`src/rtl/clock_pkg.sv`:
```
// Shared BCD time-of-day types and limits for the clock blocks.
// Latency: none (types, constants and a pure function only).
// Backpressure: not applicable.
package clock_pkg;

    // Two packed BCD digits: tens in [7:4], units in [3:0].
    typedef logic [7:0] bcd2_t;

    localparam bcd2_t BCD_00 = 8'h00;
    localparam bcd2_t BCD_59 = 8'h59;
    localparam bcd2_t BCD_23 = 8'h23;

    // True when both digits are decimal and the pair does not exceed max.
    function automatic logic bcd2_in_range(input bcd2_t v, input bcd2_t max);
        return (v[3:0] <= 4'd9) && (v[7:4] <= 4'd9) && (v <= max);
    endfunction

endpackage

```
`src/rtl/edge_sync.sv`:
```
// Synchronises an asynchronous level and emits a one-cycle tick per rising edge.
// Latency: tick is high in the cycle after the input has crossed SYNC_STAGES flops.
// Backpressure: none; every qualified edge produces exactly one tick.
module edge_sync #(
    parameter int SYNC_STAGES = 2
) (
    input  logic clk_i,
    input  logic reset_i,
    input  logic d_i,
    output logic tick_o
);

    logic [SYNC_STAGES-1:0] sync_q;
    logic [SYNC_STAGES-1:0] fill_q;
    logic                   prev_q;
    logic                   armed_q;
    logic                   armed_d;

    // The chain's reset zeros are not real samples of d_i. fill_q marks when
    // the last stage holds a genuine sample, so only a genuinely observed low
    // level arms the detector; an input already high at reset release
    // therefore never produces a tick.
    always_comb begin
        armed_d = armed_q;
        if (fill_q[SYNC_STAGES-1] && !sync_q[SYNC_STAGES-1]) begin
            armed_d = 1'b1;
        end
    end

    // Synchroniser chain, fill tracker, edge history and arm flag.
    always_ff @(posedge clk_i) begin
        if (reset_i) begin
            sync_q  <= '0;
            fill_q  <= '0;
            prev_q  <= 1'b0;
            armed_q <= 1'b0;
        end else begin
            sync_q  <= {sync_q[SYNC_STAGES-2:0], d_i};
            fill_q  <= {fill_q[SYNC_STAGES-2:0], 1'b1};
            prev_q  <= sync_q[SYNC_STAGES-1];
            armed_q <= armed_d;
        end
    end

    assign tick_o = sync_q[SYNC_STAGES-1] & ~prev_q & armed_q;

endmodule

```
`src/rtl/time_counter.sv`:
```
// BCD hh:mm:ss time-of-day counter driven by a synchronised 1 Hz tick, with load port.
// Latency: tick applied SYNC_STAGES edges after clk_1Hz is first sampled high; load 1 cycle.
// Backpressure: set_ready is 0 only while in reset; an accepted load beats a same-cycle tick.
// Optional alarm compare output is built when TIME_COUNTER_ALARM_EN is defined.
module time_counter
    import clock_pkg::*;
#(
    parameter int SYNC_STAGES = 2
) (
    input  logic  clk_100MHz,
    input  logic  reset,
    input  logic  clk_1Hz,
    input  logic  run_en,
    input  logic  set_valid,
    output logic  set_ready,
    input  bcd2_t set_hh,
    input  bcd2_t set_mm,
    input  bcd2_t set_ss,
    output bcd2_t hh,
    output bcd2_t mm,
    output bcd2_t ss,
    output logic  sec_pulse,
    output logic  day_pulse,
    output logic  set_err
`ifdef TIME_COUNTER_ALARM_EN
    ,
    input  bcd2_t alarm_hh,
    input  bcd2_t alarm_mm,
    output logic  alarm_hit
`endif
);

    bcd2_t hh_q, mm_q, ss_q;
    bcd2_t hh_d, mm_d, ss_d;
    bcd2_t hh_inc, mm_inc, ss_inc;
    logic  day_wrap;
    logic  sec_q, sec_d;
    logic  day_q, day_d;
    logic  err_q, err_d;
    logic  ready_q;
    logic  tick;
    logic  load_acc;
    logic  load_ok;
    logic  advance;
    logic  time_changed;

    edge_sync #(
        .SYNC_STAGES(SYNC_STAGES)
    ) u_edge_sync (
        .clk_i   (clk_100MHz),
        .reset_i (reset),
        .d_i     (clk_1Hz),
        .tick_o  (tick)
    );

    assign load_acc = set_valid & ready_q;
    assign load_ok  = bcd2_in_range(set_hh, BCD_23)
                    & bcd2_in_range(set_mm, BCD_59)
                    & bcd2_in_range(set_ss, BCD_59);
    // A valid accepted load swallows a coincident tick; a rejected one does not.
    assign advance      = tick & run_en & ~(load_acc & load_ok);
    assign time_changed = (load_acc & load_ok) | advance;

    // One-second BCD increment with digit-by-digit carry, never leaving BCD.
    always_comb begin
        ss_inc   = ss_q;
        mm_inc   = mm_q;
        hh_inc   = hh_q;
        day_wrap = 1'b0;
        if (ss_q[3:0] != 4'd9) begin
            ss_inc[3:0] = ss_q[3:0] + 4'd1;
        end else if (ss_q[7:4] != 4'd5) begin
            ss_inc = {ss_q[7:4] + 4'd1, 4'd0};
        end else begin
            ss_inc = BCD_00;
            if (mm_q[3:0] != 4'd9) begin
                mm_inc[3:0] = mm_q[3:0] + 4'd1;
            end else if (mm_q[7:4] != 4'd5) begin
                mm_inc = {mm_q[7:4] + 4'd1, 4'd0};
            end else begin
                mm_inc = BCD_00;
                if (hh_q == BCD_23) begin
                    hh_inc   = BCD_00;
                    day_wrap = 1'b1;
                end else if (hh_q[3:0] != 4'd9) begin
                    hh_inc[3:0] = hh_q[3:0] + 4'd1;
                end else begin
                    hh_inc = {hh_q[7:4] + 4'd1, 4'd0};
                end
            end
        end
    end

    // Next-state selection: load, otherwise advance, and the one-cycle pulses.
    always_comb begin
        hh_d  = hh_q;
        mm_d  = mm_q;
        ss_d  = ss_q;
        sec_d = 1'b0;
        day_d = 1'b0;
        err_d = load_acc & ~load_ok;
        if (load_acc && load_ok) begin
            hh_d = set_hh;
            mm_d = set_mm;
            ss_d = set_ss;
        end else if (advance) begin
            hh_d  = hh_inc;
            mm_d  = mm_inc;
            ss_d  = ss_inc;
            sec_d = 1'b1;
            day_d = day_wrap;
        end
    end

    // Time registers, pulse registers and load-ready flag.
    always_ff @(posedge clk_100MHz) begin
        if (reset) begin
            hh_q    <= BCD_00;
            mm_q    <= BCD_00;
            ss_q    <= BCD_00;
            sec_q   <= 1'b0;
            day_q   <= 1'b0;
            err_q   <= 1'b0;
            ready_q <= 1'b0;
        end else begin
            hh_q    <= hh_d;
            mm_q    <= mm_d;
            ss_q    <= ss_d;
            sec_q   <= sec_d;
            day_q   <= day_d;
            err_q   <= err_d;
            ready_q <= 1'b1;
        end
    end

    assign hh        = hh_q;
    assign mm        = mm_q;
    assign ss        = ss_q;
    assign sec_pulse = sec_q;
    assign day_pulse = day_q;
    assign set_err   = err_q;
    assign set_ready = ready_q;

`ifdef TIME_COUNTER_ALARM_EN
    logic alarm_q;
    logic alarm_d;

    // Alarm fires only when time is freshly produced at hh:mm:00.
    always_comb begin
        alarm_d = time_changed && (hh_d == alarm_hh) && (mm_d == alarm_mm)
                  && (ss_d == BCD_00);
    end

    // Alarm pulse register.
    always_ff @(posedge clk_100MHz) begin
        if (reset) begin
            alarm_q <= 1'b0;
        end else begin
            alarm_q <= alarm_d;
        end
    end

    assign alarm_hit = alarm_q;
`else
    logic unused_changed;
    assign unused_changed = time_changed;
`endif

endmodule

```
`config.mk`:
```
export PLATFORM = sky130hd
export DESIGN_NAME = time_counter
export DESIGN_NICKNAME = d
export VERILOG_FILES = /design/src/rtl/clock_pkg.sv /design/src/rtl/edge_sync.sv /design/src/rtl/time_counter.sv
export SDC_FILE = /design/constraint.sdc
export NUM_CORES = 1
export LEC_CHECK = 0
export ABC_AREA = 0
export CAP_MARGIN = 20
export CORE_MARGIN = 2
export CORE_UTILIZATION = 49
export CTS_CLUSTER_SIZE = 24
export DETAILED_ROUTE_END_ITERATION = 7
export GPL_ROUTABILITY_DRIVEN = 0
export PLACE_DENSITY = 0.84
export SYNTH_ARGS = -nofsm -noshare
export SYNTH_HDL_FRONTEND = slang
export SYNTH_HIERARCHICAL = 1
export SYNTH_SLANG_ARGS = --single-unit
```
`constraint.sdc`:
```
create_clock -name clk_100MHz -period 3.1 [get_ports clk_100MHz]
set_input_delay 0.465 -clock clk_100MHz [delete_from_list [all_inputs] [get_ports clk_100MHz]]
set_output_delay 0.465 -clock clk_100MHz [all_outputs]
set_load 0.02 [all_outputs]
```
======== After elaboration in Yosys (flattened, before gate mapping) ========
Cells that the tools add are included.
word-level totals
  input port bits ......................... 29
  output and inout port bits .............. 28
  flip-flop bits (word level) ............. 34
operators by class
  magnitude comparators ................... 9
  $add $sub $neg .......................... 6
  reduce and logical (&&, ||, !) cells .... 17
  mux-type cells .......................... 25
  equality and inequality tests ........... 11
  bitwise gates (word level) .............. 13
operators with widths
  kind                                                                               number
  8-bit 2-to-1 mux                                                                   15
  4-bit by 1-bit adder with 4-bit output (second input constant)                     6
  4-bit less-or-equal comparator (second input constant)                             6
  4-bit 2-to-1 mux                                                                   6
  8-bit by 7-bit less-or-equal comparator with 1-bit output (second input constant)  2
  4-bit inequality test (second input constant)                                      3
  1-bit bitwise AND                                                                  9
  8-bit by 6-bit equality test with 1-bit output (second input constant)             1
  8-bit by 6-bit less-or-equal comparator with 1-bit output (second input constant)  1
  1-bit logical AND                                                                  8
  2-bit by 1-bit inequality test with 1-bit output (second input constant)           4
  4-bit by 3-bit inequality test with 1-bit output (second input constant)           2
  7-bit OR reduction                                                                 1
  6-bit AND reduction                                                                1
  5-bit AND reduction                                                                1
  1-bit 2-to-1 mux                                                                   4
  1-bit NOT                                                                          4
  4-bit AND reduction                                                                1
  3-bit by 2-bit inequality test with 1-bit output (second input constant)           1
  3-bit AND reduction                                                                1
  2-bit AND reduction                                                                1
  2-bit nonzero test                                                                 1
  2-bit OR reduction                                                                 1
  1-bit zero test                                                                    1

======== Logic depth before layout (Yosys ltp) ========
  depth in word-level cells ............... 10
  gate-level depth with buffers ........... 7

======== Modules after synthesis ========
The synthesis kept the hierarchy.
modules (own cells, without submodules)
  module        times used  area each (sq um)  cells each
  time_counter  1           1,559.0            183
  edge_sync     1           187.7              15

======== Worst setup path after synthesis ========
Ideal clock, no wire load.
  path kind ............................... register to register
  start point ............................. register u_edge_sync.armed_q
  end point ............................... register hh_q[2], in the netlist hh[2]
  period minus slack after synthesis ...... 2.055 ns
  arrival time ............................ 1.965 ns
  cell stages (with the launch flop) ...... 8
  setup time .............................. 0.091 ns
  path slack .............................. 1.045 ns
  buffers on the path ..................... 0
  cell sequence ........................... dfxtp_1 -> inv_1 -> nor3b_2 -> nand4b_4 -> nor4_4 -> nand4_1 -> or3b_1 -> a311oi_1
on the way
  longest elaborated chain between the ends .. 5
ends and longest elaborated chain
  element                         line                 text
  start, declared                 edge_sync.sv:16      logic armed_q;
  start signal, assigned          edge_sync.sv:41      armed_q <= armed_d;
  1-bit bitwise AND               edge_sync.sv:45      assign tick_o = sync_q[SYNC_STAGES-1] & ~prev_q & armed_q;
  via tick                        time_counter.sv:41   logic tick;
  1-bit bitwise AND (2 in a row)  time_counter.sv:61   assign advance = tick & run_en & ~(load_acc & load_ok);
  2-bit nonzero test (no line)    -
  5-bit AND reduction (no line)   -
  end signal, assigned            time_counter.sv:126  hh_q <= hh_d;
  end, declared                   time_counter.sv:33   bcd2_t hh_q, mm_q, ss_q;
The timed path passes the listed nets, and every way through them passes these cells.
A chain may end at the register's enable or synchronous reset.

======== Worst setup path after layout ========
  start point ............................. register u_edge_sync.armed_q
  end point ............................... register mm_q[3], in the netlist mm[3]
on the way
  longest elaborated chain between the ends .. 5
ends and longest elaborated chain
  element                         line                 text
  1-bit bitwise AND               edge_sync.sv:45
  via tick                        time_counter.sv:41
  1-bit bitwise AND (2 in a row)  time_counter.sv:61
  2-bit nonzero test (no line)    -
  3-bit AND reduction (no line)   -
  end signal, assigned            time_counter.sv:127  mm_q <= mm_d;
  end, declared                   time_counter.sv:33
The timed path passes the listed nets, and every way through them passes these cells.

==> flow_summary.toml <==
[clock_tree]
cts_tree = "built"
clkSlewWorstSetupHoldPaths_ps = 100
post-cts-setup-buffers = 0
cts_resized = 0
cts_sinks = 34
cts_root_buffer = "clkbuf_4"
clockBufferDepth = 2
insertion_delay_ps = 340
cts_buffers = 5
hold_buffers = 0
htreeDepth = 2

[setup_path]
r2r_cells = 7
critPathKind = "reg2reg"
cp.required_ps = 3340
end_kind = "flip-flop"
cp_max_fo = 5
cp-start-kind = "flip-flop"
arrival_ps = 2510

[grt]
grt_pass1_wl_mm = 6.886
first_global_vias = 1521
grt.total_usage = 0.2174
gr-total-overflow = 0
antenna_found_initial = 0
grt_max_degree = 24

[sta]
clock_skew_ps = 7.860
final_max_slew_viol_count = 0
slew_headroom = 0.5341
post-route-period-util = 0.7331
hold_viol = 0
rsz0062_at_grt = "no"
finalSetupViolations = 0
worst_slew_pin_slew_ps = 689.5
post-route-min-period_ps = 2273
max_freq_ghz = 0.4400
fin_tns_setup_ps = 0

[detailed_routing]
vias = 1679
ant_nets = 0
wl_per_cell_um = 13.64
met2RoutedLength_mm = 1.893
viasPerCell = 5.523
routed_wirelength_mm = 4.147
top_layer = "met4"
drt-met1-wl_mm = 1.964
drtIter0Drc = 58
drtPass1Iterations = 4
wl_met3_um = 236
drc = 0

[floorplanning]
ioPinCount = 57
core-area_mm2 = 0.003390
start_util = 0.5153
die_y_um = 63.71
fp-row-count = 21
die_area_mm2 = 0.004058
die_w_um = 63.71

[yosys]
synth_seq_cells = 34
avgSynthCellArea_um2 = 8.822
synth_cells = 198
synth.cell_area_mm2 = 0.001747
synth_top_area_cell = "dfxtp_1"
syn_nets = 229
ys.flop_type = "dfxtp_1"
netlist_top_cells_area = "dfxtp_1 (39%), a211oi_1 (5.6%), nor2_1 (5.6%), nor2b_1 (3.9%), a311oi_1 (3.0%)"
synth.distinct_cells = 45
synthDominantCellAreaShare = 0.3897
synth_edf_count = 0
async_reset_ff_frac = 0
synth-seq-area-share = 0.3897
yosysWarnings = 6

[min_path]
hold_depth = 1
hold_path_class = "reg2reg"

[power_and_ir_drop]
power_mw = 0.7710
p_per_area_mw_per_mm2 = 318.6
leakage_nw = 0.8656
vdd_ir_drop_max_v = 0.0003740

[final_layout]
multiInputGateArea_mm2 = 0.001012
antenna_cells = 0
num-nets-final = 288
areaGrowthSynthToFinish_pct = 38.54
final_common_cell = "clkdlybuf4s50_1"
seqCellArea_um2 = 680.7
final_cell_mix = "clkdlybuf4s50_1 (56), dfxtp_1 (34), nor2_1 (26)"
fill_cells = 277
drive_gt1_frac = 0.07364

[placement]
portBuffers = 56
dp_hpwl_mm = 3.119

[flow_run]
drv_cap = 0

[run_status]
status = "completed"
## stage by stage
stage | setup slack [ps] | area, um^2 | utilization | instances | hold WS [ps]
after floorplan | 1045 | 1747 | - | 198 | 413.8
after global placement | 619.8 | 2360 | 0.6962 | 296 | 415.9
after detailed placement | 536.9 | 2360 | 0.6962 | 296 | 427.0
after CTS | 815.5 | 2420 | 0.7139 | 304 | 450.0
after global routing | 631.4 | 2420 | 0.7139 | 304 | 466.1
final | 827.5 | 2420 | 0.7139 | 304 | 449.1
## cell type report
| class | count | share of cell area |
|---|---|---|
| clock buffers | 7 | 0.02275 |
| clock inverters | 1 | 0.002068 |
| inverters | 7 | 0.01086 |
| multi-input cells | 150 | 0.4183 |
| flip-flops and latches | 34 | 0.2813 |
| well taps | 46 | 0.02378 |
| repair buffers | 59 | 0.2410 |
## registers in the layout, indices dropped and copies added, names as in the netlist
register / cells
hh: 8
mm: 8
ss: 8
u_edge_sync/fill_q: 2
u_edge_sync/sync_q: 2
day_pulse: 1
sec_pulse: 1
set_err: 1
set_ready: 1
u_edge_sync/armed_q: 1
u_edge_sync/prev_q: 1
## power breakdown
part / total, mW / internal (mW) / switching [mW]
sequential: 0.445 / 0.442 / 0.00308
clock: 0.257 / 0.110 / 0.147
combinational: 0.0689 / 0.0427 / 0.0262
total: 0.771 / 0.595 / 0.176
## critical path, stage by stage, from the launching register on
cell and delay [ps]:
dfxtp_1 320, inv_1 60, nor3b_2 360, nand4b_4 210
or4_1 580, nor3b_1 230, o21ai_0 110, a311oi_1 300
## cell usage after synthesis, types with 2 or more instances
| cell | count |
|---|---|
| a211oi_1 | 13 |
| a21oi_1 | 5 |
| a311oi_1 | 6 |
| clkbuf_1 | 6 |
| dfxtp_1 | 34 |
| ha_1 | 2 |
| inv_1 | 7 |
| mux2i_1 | 2 |
| nand2_1 | 13 |
| nand3_1 | 4 |
| nand4_1 | 5 |
| nand4b_1 | 2 |
| nor2_1 | 26 |
| nor2b_1 | 11 |
| nor3_1 | 6 |
| nor3b_1 | 4 |
| nor4_4 | 2 |
| nor4bb_1 | 2 |
| o21a_1 | 3 |
| o21ai_0 | 10 |
| or3_1 | 2 |
| or4_1 | 2 |
| xnor2_1 | 6 |
| xor2_1 | 4 |
## worst paths after layout
check,from,to,slack [ps]
min reg2reg,u_edge_sync/fill_q[0],u_edge_sync/fill_q[1],450
min,u_edge_sync/fill_q[0],u_edge_sync/fill_q[1],450
max reg2reg,u_edge_sync/armed_q,mm[3],830
max,u_edge_sync/armed_q,mm[3],830
## metal layers
layer  vias to the layer above  GRT usage
met2                        53     0.3447
met1                       780     0.2846
met5                         -          0
li1                        839          -
met4                         0    0.07065
met3                         7    0.06071
## cell families (layout without fill, tap and decap cells)
group           after synthesis  in the layout  share of synthesized area
compound gates               44             44                     0.1726
xor+xnor                     10             10                    0.05014
fa+ha+maj                     2              2                    0.01432
buf+inv                      14             74                    0.03080
flops                        34             34                     0.3897
mux                           2              2                    0.01146
simple gates                 92             92                     0.3310
Power figures use the tool's default switching activity.
